===== src/rtl/countdown_pkg.sv =====
// Shared types and constants for the countdown timer and its 7-segment display path.
package countdown_pkg;

  typedef enum logic [1:0] {
    ST_IDLE    = 2'd0,
    ST_RUN     = 2'd1,
    ST_PAUSED  = 2'd2,
    ST_EXPIRED = 2'd3
  } state_e;

  localparam logic [3:0] BCD_MAX = 4'd9;

  // Segment codes, active-high, bit7 = dp, bits 6..0 = gfedcba
  localparam logic [7:0] SEG_0     = 8'h3F;
  localparam logic [7:0] SEG_1     = 8'h06;
  localparam logic [7:0] SEG_2     = 8'h5B;
  localparam logic [7:0] SEG_3     = 8'h4F;
  localparam logic [7:0] SEG_4     = 8'h66;
  localparam logic [7:0] SEG_5     = 8'h6D;
  localparam logic [7:0] SEG_6     = 8'h7D;
  localparam logic [7:0] SEG_7     = 8'h27;
  localparam logic [7:0] SEG_8     = 8'h7F;
  localparam logic [7:0] SEG_9     = 8'h67;
  localparam logic [7:0] SEG_DASH  = 8'h40;
  localparam logic [7:0] SEG_BLANK = 8'h00;

endpackage


===== src/rtl/seg7_encode.sv =====
// Combinational BCD digit to 7-segment code; non-decimal nibbles show a dash.
module seg7_encode
  import countdown_pkg::*;
(
  input  logic [3:0] bcd,
  output logic [7:0] seg_c
);

  always_comb begin
    seg_c = SEG_DASH;
    case (bcd)
      4'd0:    seg_c = SEG_0;
      4'd1:    seg_c = SEG_1;
      4'd2:    seg_c = SEG_2;
      4'd3:    seg_c = SEG_3;
      4'd4:    seg_c = SEG_4;
      4'd5:    seg_c = SEG_5;
      4'd6:    seg_c = SEG_6;
      4'd7:    seg_c = SEG_7;
      4'd8:    seg_c = SEG_8;
      4'd9:    seg_c = SEG_9;
      default: seg_c = SEG_DASH;
    endcase
  end

endmodule


===== src/rtl/countdown_display.sv =====
// N-digit BCD countdown timer with load/start/pause control, expiry flash and a
// time-multiplexed 7-segment scanner with optional leading-zero blanking.
module countdown_display
  import countdown_pkg::*;
#(
  parameter int unsigned NUM_DIGITS = 2,
  parameter int unsigned TICK_DIV   = 100_000_000,
  parameter int unsigned SCAN_DIV   = 100_000,
  parameter int unsigned BLANK_LZ   = 0
) (
  input  logic                    clk,
  input  logic                    rst_n,
  input  logic                    load,
  input  logic [4*NUM_DIGITS-1:0] load_val,
  input  logic                    start,
  input  logic                    pause,
  output logic [4*NUM_DIGITS-1:0] value,
  output logic                    busy,
  output logic                    done,
  output logic [7:0]              seg_out,
  output logic [NUM_DIGITS-1:0]   digit_en
);

  localparam int unsigned VAL_W   = 4 * NUM_DIGITS;
  localparam int unsigned PRESC_W = (TICK_DIV > 1) ? $clog2(TICK_DIV) : 1;
  localparam int unsigned SCAN_W  = $clog2(SCAN_DIV + 1);
  localparam int unsigned IDX_W   = $clog2(NUM_DIGITS + 1);

  state_e                state_q, state_d;
  logic [VAL_W-1:0]      value_q, value_d;
  logic [PRESC_W-1:0]    presc_q, presc_d;
  logic                  flash_q, flash_d;
  logic                  done_q, done_d;
  logic                  busy_q, busy_d;
  logic [SCAN_W-1:0]     scan_cnt_q, scan_cnt_d;
  logic [IDX_W-1:0]      idx_q, idx_d;
  logic [7:0]            seg_q, seg_d;
  logic [NUM_DIGITS-1:0] digit_en_q, digit_en_d;

  logic [VAL_W-1:0] clamp_c;
  logic [VAL_W-1:0] dec_c;
  logic             dec_borrow_c;
  logic             wrap_c;
  logic             scan_wrap_c;
  logic [3:0]       nib_c;
  logic             blank_c;
  logic             zero_above_c;
  logic [7:0]       seg_enc_c;

  // Nibble-wise clamp of the load value and BCD decrement with borrow
  always_comb begin
    clamp_c      = '0;
    dec_c        = '0;
    dec_borrow_c = 1'b1;
    for (int i = 0; i < int'(NUM_DIGITS); i++) begin
      clamp_c[4*i +: 4] = (load_val[4*i +: 4] > BCD_MAX) ? BCD_MAX : load_val[4*i +: 4];
      if (!dec_borrow_c) begin
        dec_c[4*i +: 4] = value_q[4*i +: 4];
      end else if (value_q[4*i +: 4] == 4'd0) begin
        dec_c[4*i +: 4] = BCD_MAX;
      end else begin
        dec_c[4*i +: 4] = value_q[4*i +: 4] - 4'd1;
        dec_borrow_c    = 1'b0;
      end
    end
  end

  // Control FSM and step prescaler
  always_comb begin
    state_d = state_q;
    value_d = value_q;
    presc_d = presc_q;
    flash_d = flash_q;
    done_d  = 1'b0;
    wrap_c  = (presc_q == PRESC_W'(TICK_DIV - 1));

    if (load) begin
      state_d = ST_IDLE;
      value_d = clamp_c;
      presc_d = '0;
      flash_d = 1'b0;
    end else begin
      case (state_q)
        ST_IDLE: begin
          if (start) begin
            presc_d = '0;
            if (value_q == '0) begin
              state_d = ST_EXPIRED;
              done_d  = 1'b1;
            end else begin
              state_d = ST_RUN;
            end
          end
        end
        // Leaving PAUSED counts in the same cycle so a pause costs exactly its length
        ST_RUN, ST_PAUSED: begin
          if (pause) begin
            state_d = ST_PAUSED;
          end else begin
            state_d = ST_RUN;
            if (wrap_c) begin
              presc_d = '0;
              value_d = dec_c;
              if (dec_c == '0) begin
                state_d = ST_EXPIRED;
                done_d  = 1'b1;
              end
            end else begin
              presc_d = presc_q + PRESC_W'(1);
            end
          end
        end
        ST_EXPIRED: begin
          if (wrap_c) begin
            presc_d = '0;
            flash_d = ~flash_q;
          end else begin
            presc_d = presc_q + PRESC_W'(1);
          end
        end
        default: state_d = ST_IDLE;
      endcase
    end

    busy_d = (state_d == ST_RUN) || (state_d == ST_PAUSED);
  end

  // Digit scanner, digit select and leading-zero detection
  always_comb begin
    scan_wrap_c = (scan_cnt_q == SCAN_W'(SCAN_DIV - 1));
    scan_cnt_d  = scan_wrap_c ? '0 : scan_cnt_q + SCAN_W'(1);
    idx_d       = idx_q;
    if (scan_wrap_c) begin
      idx_d = (idx_q == IDX_W'(NUM_DIGITS - 1)) ? '0 : idx_q + IDX_W'(1);
    end

    nib_c        = 4'd0;
    blank_c      = 1'b0;
    zero_above_c = 1'b1;
    digit_en_d   = '0;
    for (int i = int'(NUM_DIGITS) - 1; i >= 0; i--) begin
      zero_above_c = zero_above_c && (value_q[4*i +: 4] == 4'd0);
      digit_en_d[i] = (idx_q == IDX_W'(i));
      if (idx_q == IDX_W'(i)) begin
        nib_c   = value_q[4*i +: 4];
        blank_c = (BLANK_LZ != 0) && (i != 0) && zero_above_c;
      end
    end

    seg_d = (blank_c || flash_q) ? SEG_BLANK : seg_enc_c;
  end

  seg7_encode u_seg7_encode (
    .bcd   (nib_c),
    .seg_c (seg_enc_c)
  );

  always_ff @(posedge clk or negedge rst_n) begin
    if (!rst_n) begin
      state_q    <= ST_IDLE;
      value_q    <= '0;
      presc_q    <= '0;
      flash_q    <= 1'b0;
      done_q     <= 1'b0;
      busy_q     <= 1'b0;
      scan_cnt_q <= '0;
      idx_q      <= '0;
      seg_q      <= SEG_BLANK;
      digit_en_q <= '0;
    end else begin
      state_q    <= state_d;
      value_q    <= value_d;
      presc_q    <= presc_d;
      flash_q    <= flash_d;
      done_q     <= done_d;
      busy_q     <= busy_d;
      scan_cnt_q <= scan_cnt_d;
      idx_q      <= idx_d;
      seg_q      <= seg_d;
      digit_en_q <= digit_en_d;
    end
  end

  assign value    = value_q;
  assign busy     = busy_q;
  assign done     = done_q;
  assign seg_out  = seg_q;
  assign digit_en = digit_en_q;

endmodule


===== config.mk =====
export PLATFORM = sky130hd
export DESIGN_NAME = countdown_display
export DESIGN_NICKNAME = d
export VERILOG_FILES = /design/src/rtl/countdown_pkg.sv /design/src/rtl/seg7_encode.sv /design/src/rtl/countdown_display.sv
export SDC_FILE = /design/constraint.sdc
export NUM_CORES = 1
export LEC_CHECK = 0
export CORE_ASPECT_RATIO = 1.5
export CORE_UTILIZATION = 52
export DETAILED_ROUTE_END_ITERATION = 10
export GPL_TIMING_DRIVEN = 0
export MAX_ROUTING_LAYER = met4
export PLACE_DENSITY = 0.73
export SLEW_MARGIN = 30
export SYNTH_ARGS = -nofsm -noshare
export SYNTH_HDL_FRONTEND = slang
export SYNTH_SLANG_ARGS = --single-unit

===== constraint.sdc =====
create_clock -name clk -period 2.3 [get_ports clk]
set_input_delay 0.46 -clock clk [delete_from_list [all_inputs] [get_ports clk]]
set_output_delay 0.46 -clock clk [all_outputs]
set_load 0.01 [all_outputs]

==> results.yml, run 1 <==
clock_network:
  cts-hold-fix-buffers: 0
  cts_tree: "done"
  clk_latency_ns: 0.35
  clk_pin_slew_ns: 0.07
  cts_root_buf: "clkbuf_8"
  htreeDepth: 3
  clock_sinks: 68
  cts_max_path_buffers: 2
  cts_made_buffers: 9
routing:
  firstDrtPassIters: 4
  antenna_left: 0
  viasPerCell: 5.76
  drc_errors: 0
  wl_per_cell_um: 15.2
  wl_mm: 7.87
  via_count: 2989
  drt_iter0_drc: 165
placement:
  place_ws_ns: -0.143
  portBuffers: 30
  dp_hpwl_mm: 5.76
  routabilityCongestion: 0.943
synthesis:
  synth_flop_cell: "dfrtp_1"
  synthTopCellsByArea: "dfrtp_1 47%, xnor2_1 6.5%, nor2_1 5.3%, xor2_1 3.9%, nand2_1 3.5%"
  synth_nets: 414
  synth_top_area_share_pct: 46.8
  syn_avg_cell_area_um2: 9.27
  yosysWarnings: 0
  synth_commonest_cells: "68 x dfrtp_1, 51 x nor2_1, 34 x nand2_1, 27 x xnor2_1, 19 x nor3_1"
  synth_seq_cells: 68
  netlist_area_um2: 3630
  synthArstFlopShare_pct: 100
  ys_seq_area_share_pct: 46.8
  synth_top_area_cell: "dfrtp_1"
  synth_edf_count: 0
  yosys.cell_types.count: 43
  yosysMostFrequentCell: "dfrtp_1"
  postSynthCellCount: 392
critical_path:
  end_kind: "register"
  r2r_slack_ns: 0.08
  cp-start-kind: "register"
  crit_type: "register to register"
  critPathArrivalTime_ns: 2.48
  path_max_fanout: 6
  required_ns: 2.56
cells_and_area:
  nNetsFinal: 458
  drive_gt1_share_pct: 10.7
  n_antenna_cell: 0
  syn2layout_area_growth_pct: 18.4
job:
  maxCapViolCount: 0
timing:
  finalCritPeriodShare_pct: 96.7
  max_slew_margin_pct: 66.0
  worst_pin_slew_ns: 0.511
  fin_tns_setup_ns: 0
  min_period_ns: 2.22
  timing.final.max_slew_violations: 0
  hold_viol_final: 0
  finClkSkew_ns: 0.0104
  max_freq_mhz: 450
  setup_viol: 0
  setup_ws_ns: 0.0758
status:
  status: "finished, final reports clean"
pwr:
  irDropWorstVdd_mv: 0.328
  p_per_area_nw_per_um2: 627
  p_leak_nw: 1.71
  p_total_mw: 2.70
hold_path:
  worstHoldPathType: "input port to async pin"
global_routing:
  grt_usage_pct: 24.3
  antenna_found_initial: 0
  grt_first_pass_wirelength_mm: 13.8
  globalRoute.totalOverflow: 0
  grt_pass1_vias: 3133
  grt_max_degree: 36
floorplanning:
  rows: 37
  coreArea_um2: 6810
  die_x_um: 70.3
  die-area_um2: 7340
  start_util_pct: 53.4
  ios: 33
  die_h_um: 104
report_power, final:
part / switching, mW / leakage (nW) / total, mW / internal [mW]
clock network: 0.438 / 0.0996 / 0.929 / 0.491
logic: 0.271 / 0.726 / 0.470 / 0.199
registers: 0.0494 / 0.885 / 1.30 / 1.25
cell usage in the layout, fill, tap and decap left out, types with 2 or more instances in the layout:
cell type and n:
nor2b_1 4, and4_1 3, ha_1 8, nor4_1 14, buf_4 6, o21a_1 3, dfrtp_2 7, a21oi_1 13
inv_1 12, nor4b_1 3, a21o_1 2, o21ai_0 18, nand3b_1 2, buf_2 2, nor3_1 18, dfrtp_1 61
or4_1 4, or2_2 3, and3_1 7, nand3_1 15, or3_1 6, clkbuf_1 11, nand2b_1 2, nand4_1 14
clkbuf_8 9, xor2_1 16, mux2i_1 8, nand3_2 2, and2_1 2, xnor2_1 27, a211oi_1 2, nor2_1 50
clkinv_2 5, nand2_1 34, nor4_2 2, clkdlybuf4s50_1 29
state kept, by name (all words and copies together), names as in the netlist:
signal and flops:
state_q 2, idx_q 2, value 8, scan_cnt_q 17, flash_q 1, digit_en 2
done 1, presc_q 27, busy 1, seg_out 7
stage by stage:
step / hold slack [ns] / instances / area (µm²) / util (%)
floorplan: 0.164 / 392 / 3630 / -
global placement: 0.480 / 500 / 4030 / 59.3
detailed placement: 0.445 / 501 / 4050 / 59.5
CTS: 0.0694 / 517 / 4240 / 62.4
global route: 0.0836 / 519 / 4300 / 63.2
finish: 0.0521 / 519 / 4300 / 63.2
critical path, cell delays in order (launching register included):
cell and delay, ns:
dfrtp_2 0.45, or4_1 0.54, and4bb_1 0.29, or4b_4 0.47
a21oi_2 0.20, xor2_1 0.19
cell type report:
cell class | count | area, µm²
buffer | 16 | 75.1
clock buffer | 10 | 128
clock inverter | 6 | 55.1
fill | 590 | 2500
inverter | 12 | 45.0
multi-input combinational | 296 | 1860
sequential | 68 | 1710
tap | 78 | 97.6
timing repair buffer | 33 | 333
metal layers:
layer | vias to the layer above | GRT usage, % | share of wire (%)
met5 | - | - | 0
met4 | 0 | 12.7 | 3.0
met3 | 25 | 5.91 | 3.7
met2 | 73 | 42.1 | 54
met1 | 1436 | 24.9 | 39
li1 | 1455 | - | -
path summary, 6_finish.rpt:
kind	startpoint	to	depth (start not counted)
worst min register to register	scan_cnt_q[14]$_DFF_PN0_	scan_cnt_q[14]$_DFF_PN0_	1
worst min-delay path	rst_n	scan_cnt_q[5]$_DFF_PN0_	1
min in group clk	scan_cnt_q[14]$_DFF_PN0_	scan_cnt_q[14]$_DFF_PN0_	1
max in group asynchronous	rst_n	presc_q[4]$_DFFE_PN0P_	2
worst max-delay path	value[4]$_DFFE_PN0P_	busy$_DFF_PN0_	5
worst max register to register	value[4]$_DFFE_PN0P_	busy$_DFF_PN0_	5
cell families after synthesis:
logic type               share of synthesized area, %
AND/OR/NAND/NOR                                  27.1
XOR/XNOR                                         10.4
multiplexers                                     2.51
buffers and inverters                            3.13
adder cells (fa/ha/maj)                          3.10
other                                           0.103
AO/OA/AOI/OAI                                    6.85
flip-flops                                       46.8
what timing repair did:
item / 4_1_cts / 5_1_grt
endpoints found under the setup margin: 22 / 29
pin swaps: 0 / 3
resized for setup: 5 / 14
cloned: 0 / 0
buffers inserted: 0 / 2
Power figures use the tool's default switching activity.
==> run 2, diff against run 1 <==
Settings changed: SKIP_CTS_REPAIR_TIMING set to 1.
==> run 2 against run 1 <==
Compared with the run above: setup slack got worse by 0.0074 ns; via count barely moved; total power rose by 0.21%; cell area fell by 0.15%; critical path depth did not move; register-to-register slack barely moved; combinational power rose by 1%; critical path type unchanged; largest cell class unchanged; largest power group unchanged; highest routed layer unchanged.
==> results.yml, run 2 (synthesis results as in run 1) <==
status:
  status: "finished, final reports clean"
global_routing:
  antenna_found_initial: 0
  grt_pass1_vias: 3117
  grt_usage_pct: 24.3
  globalRoute.totalOverflow: 0
  grt_first_pass_wirelength_mm: 13.8
  grt_max_degree: 36
timing:
  max_freq_mhz: 448
  min_period_ns: 2.23
  hold_viol_final: 0
  fin_tns_setup_ns: 0
  rsz0062_at_grt: "yes"
  setup_viol: 0
  finClkSkew_ns: 0.00999
  finalCritPeriodShare_pct: 97.0
  timing.final.max_slew_violations: 0
cells_and_area:
  regMostFlops: "presc_q"
  drive_gt1_share_pct: 9.98
  layout_common_cells: "62 x dfrtp_1, 50 x nor2_1, 34 x nand2_1, 29 x clkdlybuf4s50_1, 27 x xnor2_1"
  n_antenna_cell: 0
  final_common_cell: "dfrtp_1"
  nNetsFinal: 458
  largest_register_ff_count: 27
  num-fill-cells: 591
  syn2layout_area_growth_pct: 18.2
pwr:
  p_per_area_nw_per_um2: 629
  irDropWorstVdd_mv: 0.329
  p_total_mw: 2.70
  p_leak_nw: 1.71
placement:
  dp_hpwl_mm: 5.76
  portBuffers: 30
  routabilityCongestion: 0.943
floorplanning:
  die_x_um: 70.3
  start_util_pct: 53.4
  coreArea_um2: 6810
  die_h_um: 104
  rows: 37
  die-area_um2: 7340
  ios: 33
routing:
  wl_mm: 7.89
  drc_errors: 0
  antenna_left: 0
  firstDrtPassIters: 5
  viasPerCell: 5.76
  via_count: 2990
  wl_per_cell_um: 15.2
  drt_iter0_drc: 152
critical_path:
  r2r_cells: 5
  critPathCapture: "busy$_DFF_PN0_"
  crit_chain: "or4_1 > and4bb_1 > or4b_1 > a21oi_2 > xor2_1"
  required_ns: 2.56
  crit_type: "register to register"
  worst_path_largest_cell_delay_ns: 0.55
  end_kind: "register"
  r2r-end: "busy$_DFF_PN0_"
  setup.worst_path.start: "value[4]$_DFFE_PN0P_"
  r2r_slack_ns: 0.07
  cp_slowest_cell: "or4_1"
  cp-start-kind: "register"
  path_max_fanout: 6
  critPathArrivalTime_ns: 2.49
  rr_startpoint: "value[4]$_DFFE_PN0P_"
clock_network:
  cts_made_buffers: 9
  clk_latency_ns: 0.35
  clock_sinks: 68
  cts_max_path_buffers: 2
  clk_pin_slew_ns: 0.07
  cts_root_buf: "clkbuf_8"
  htreeDepth: 3
  cts_tree: "done"
hold_path:
  worstHoldPathType: "input port to async pin"
job:
  maxCapViolCount: 0
## run 2: changes by cell type in the layout (fill, tap and decap cells not counted)
| cell | previous run | this run |
|---|---|---|
| buf_4 | 6 | 5 |
| buf_6 | 0 | 1 |
| dfrtp_1 | 61 | 62 |
| dfrtp_2 | 7 | 6 |
| nor3_1 | 18 | 19 |
| nor3_2 | 1 | 0 |
| or4b_1 | 0 | 1 |
| or4b_4 | 1 | 0 |
## run 2: layout make-up
type                    instances  area, µm²  area share, %
plain buffers                  16       78.8           1.83
clock buffers                  10        128           2.97
clock inverters                 6       55.1           1.28
inverters                      12       45.0           1.05
multi-input cells             296       1850           43.1
flip-flops and latches         68       1710           39.8
well taps                      78       97.6           2.27
repair buffers                 33        333           7.75
## run 2: worst max-delay path: cells and delay by family, from the launching register on
| kind | cells | cell delay (ns) |
|---|---|---|
| simple gates | 3 | 1.30 |
| flops | 1 | 0.45 |
| compound gates | 1 | 0.21 |
| xor+xnor | 1 | 0.18 |
## run 2: per-layer routing
layer	share of wire [%]	global-route usage (%)	up-vias
li1	-	-	1452
met3	3.3	5.91	27
met5	0	-	-
met4	3.2	12.7	0
met2	55	41.8	72
met1	39	25.0	1439
## run 2: per-stage QoR
stage	hold slack (ns)	worst slack (ns)	utilization [%]	cell area [µm²]	instances
2_1_floorplan	0.164	0.191	-	3630	392
3_3_place_gp	0.480	-1.49	59.3	4030	500
3_5_place_dp	0.445	-0.143	59.5	4050	501
4_1_cts	0.0694	-0.190	62.2	4230	517
5_1_grt	0.0837	-0.0161	63.1	4300	519
6_report	0.0523	0.0684	63.1	4300	519
## run 2: power breakdown
| part | internal [mW] | switching [mW] | total [mW] |
|---|---|---|---|
| logic | 0.203 | 0.274 | 0.477 |
| registers | 1.25 | 0.0490 | 1.30 |
| clock network | 0.491 | 0.437 | 0.928 |
## run 2: worst min path at each step
stage	endpoint	slack [ns]	cells after the start
floorplan	busy$_DFF_PN0_	0.16	0
global placement	scan_cnt_q[14]$_DFF_PN0_	0.48	1
detailed placement	scan_cnt_q[5]$_DFF_PN0_	0.45	1
CTS	scan_cnt_q[5]$_DFF_PN0_	0.07	1
global route	scan_cnt_q[7]$_DFF_PN0_	0.08	1
finish	scan_cnt_q[5]$_DFF_PN0_	0.05	1
==> run 3, diff against run 2 <==
Settings changed: CELL_PAD_IN_SITES_DETAIL_PLACEMENT set to 1, CELL_PAD_IN_SITES_GLOBAL_PLACEMENT set to 1, CORE_UTILIZATION 52 to 44, PLACE_DENSITY 0.73 to not set, PLACE_DENSITY_LB_ADDON set to 0.1.
==> run 3 against run 2 <==
Compared with the run above: wire length increased by 18%; register-to-register slack improved by 0.02 ns; cell count increased by 5.2%; sequential power about the same; largest power group is now the clock network; non-clock buffer count unchanged; combinational power increased by 3%; critical path type unchanged; highest routed layer unchanged; hold slack got worse by 0.011 ns; sequential share of layout area decreased by 1.8 points.
==> results.yml, run 3 (synthesis results as in run 1) <==
routing:
  wl_per_cell_um: 17.0
  drc_errors: 0
  wl_mm: 9.30
  firstDrtPassIters: 4
  antenna_left: 0
  viasPerCell: 5.61
  drt_iter0_drc: 164
  via_count: 3061
pwr:
  pwr-share-seq_pct: 39.2
  p_per_area_nw_per_um2: 741
  clockPowerShare_pct: 46.2
  power.switching_mw: 0.844
  p_leak_nw: 1.79
  irDropWorstVdd_mv: 0.420
  swShare_pct: 25.3
  pwr-share-comb_pct: 14.7
  intPower_mw: 2.49
timing:
  min_period_ns: 2.22
  max_freq_mhz: 451
  hold_viol_final: 0
  finClkSkew_ns: 0.00418
  finalCritPeriodShare_pct: 96.3
  timing.final.max_slew_violations: 0
  worst_pin_slew_ns: 0.494
  setup_viol: 0
  rsz0062_at_grt: "yes"
  max_slew_margin_pct: 66.7
global_routing:
  grt_usage_pct: 24.3
  grt_max_degree: 42
  grt_pass1_vias: 3311
  grt_first_pass_wirelength_mm: 15.9
  antenna_found_initial: 0
  globalRoute.totalOverflow: 0
cells_and_area:
  largest_register_ff_count: 27
  regMostFlops: "presc_q"
  final_util_pct: 56.2
  drive_gt1_share_pct: 10.9
  syn2layout_area_growth_pct: 23.7
  final_cells: 546
  n_antenna_cell: 0
  layout_common_cells: "62 x dfrtp_1, 50 x nor2_1, 34 x nand2_1, 29 x clkdlybuf4s50_1, 27 x xnor2_1"
  num-fill-cells: 911
  nNetsFinal: 458
  multiInputGateArea_um2: 1860
  final_common_cell: "dfrtp_1"
  regArea_um2: 1710
  fin_area_um2: 4500
status:
  status: "finished, final reports clean"
placement:
  placed_area_um2: 4080
  portBuffers: 30
  dp_hpwl_mm: 6.64
  routabilityCongestion: 0.909
  place_inst: 528
job:
  maxCapViolCount: 0
floorplanning:
  die_h_um: 113
  rows: 40
  die_x_um: 76.2
  die-area_um2: 8640
  coreArea_um2: 8010
  ios: 33
  start_util_pct: 45.4
critical_path:
  setup.worst_path.start: "value[4]$_DFFE_PN0P_"
  r2r_cells: 5
  r2r_slack_ns: 0.08
  rr_startpoint: "value[4]$_DFFE_PN0P_"
  required_ns: 2.55
  crit_type: "register to register"
  cp-start-kind: "register"
  end_kind: "register"
  r2r-end: "busy$_DFF_PN0_"
  path_max_fanout: 6
  critPathArrivalTime_ns: 2.46
clock_network:
  clk_pin_slew_ns: 0.06
  cts_max_path_buffers: 2
  clk_latency_ns: 0.33
  cts_tree: "done"
  cts_root_buf: "clkbuf_16"
  cts_made_buffers: 9
  htreeDepth: 3
  clock_sinks: 68
hold_path:
  worstHoldPathType: "input port to async pin"
run 3: critical path: stages (launching register included):
cell and delay [ns]:
dfrtp_2 0.44, or4_1 0.55, and4bb_1 0.31, or4b_1 0.46, a21oi_2 0.18, xor2_1 0.18
run 3: final cells by class:
class                      count  share of cell area [%]
timing repair buffer          34                    7.57
inverter                      12                    1.00
sequential                    68                    38.0
tap                          105                    2.92
multi-input combinational    296                    41.4
buffer                        15                    1.61
clock inverter                 4                    1.56
clock buffer                  12                    5.93
run 3: stage by stage:
stage,hold slack [ns],total power [mW],setup slack [ns],TNS [ns]
2_1_floorplan,0.164,1.56,0.191,0
3_3_place_gp,0.474,1.77,-1.59,-111.32
3_5_place_dp,0.408,1.79,-0.235,-4.15
4_1_cts,0.0525,3.34,-0.255,-4.59
5_1_grt,0.0642,3.47,-0.0534,-0.830
6_report,0.0410,3.33,0.0843,0
run 3: how the worst max path moves through the flow:
stage                                   end  depth (start not counted)
finish                       busy$_DFF_PN0_                          5
global route        presc_q[16]$_DFFE_PN0P_                          7
CTS                 presc_q[16]$_DFFE_PN0P_                          8
detailed placement  presc_q[16]$_DFFE_PN0P_                          8
global placement     presc_q[4]$_DFFE_PN0P_                          1
floorplan              value[7]$_DFFE_PN0P_                          5
run 3: power groups by stage:
stage / combinational, mW / sequential [mW] / clock, mW
after floorplan: 0.237 / 1.33 / 0
after global placement: 0.449 / 1.32 / 0
after detailed placement: 0.464 / 1.32 / 0
after CTS: 0.472 / 1.30 / 1.56
after global routing: 0.544 / 1.31 / 1.61
final: 0.490 / 1.31 / 1.54
run 3: routing by layer:
layer | share of wire (%) | up-vias | track usage (%)
met5 | 0 | - | -
met4 | 3.1 | 0 | 11.7
met3 | 2.4 | 28 | 4.19
met2 | 57 | 39 | 46.1
met1 | 37 | 1536 | 23.7
li1 | - | 1458 | -
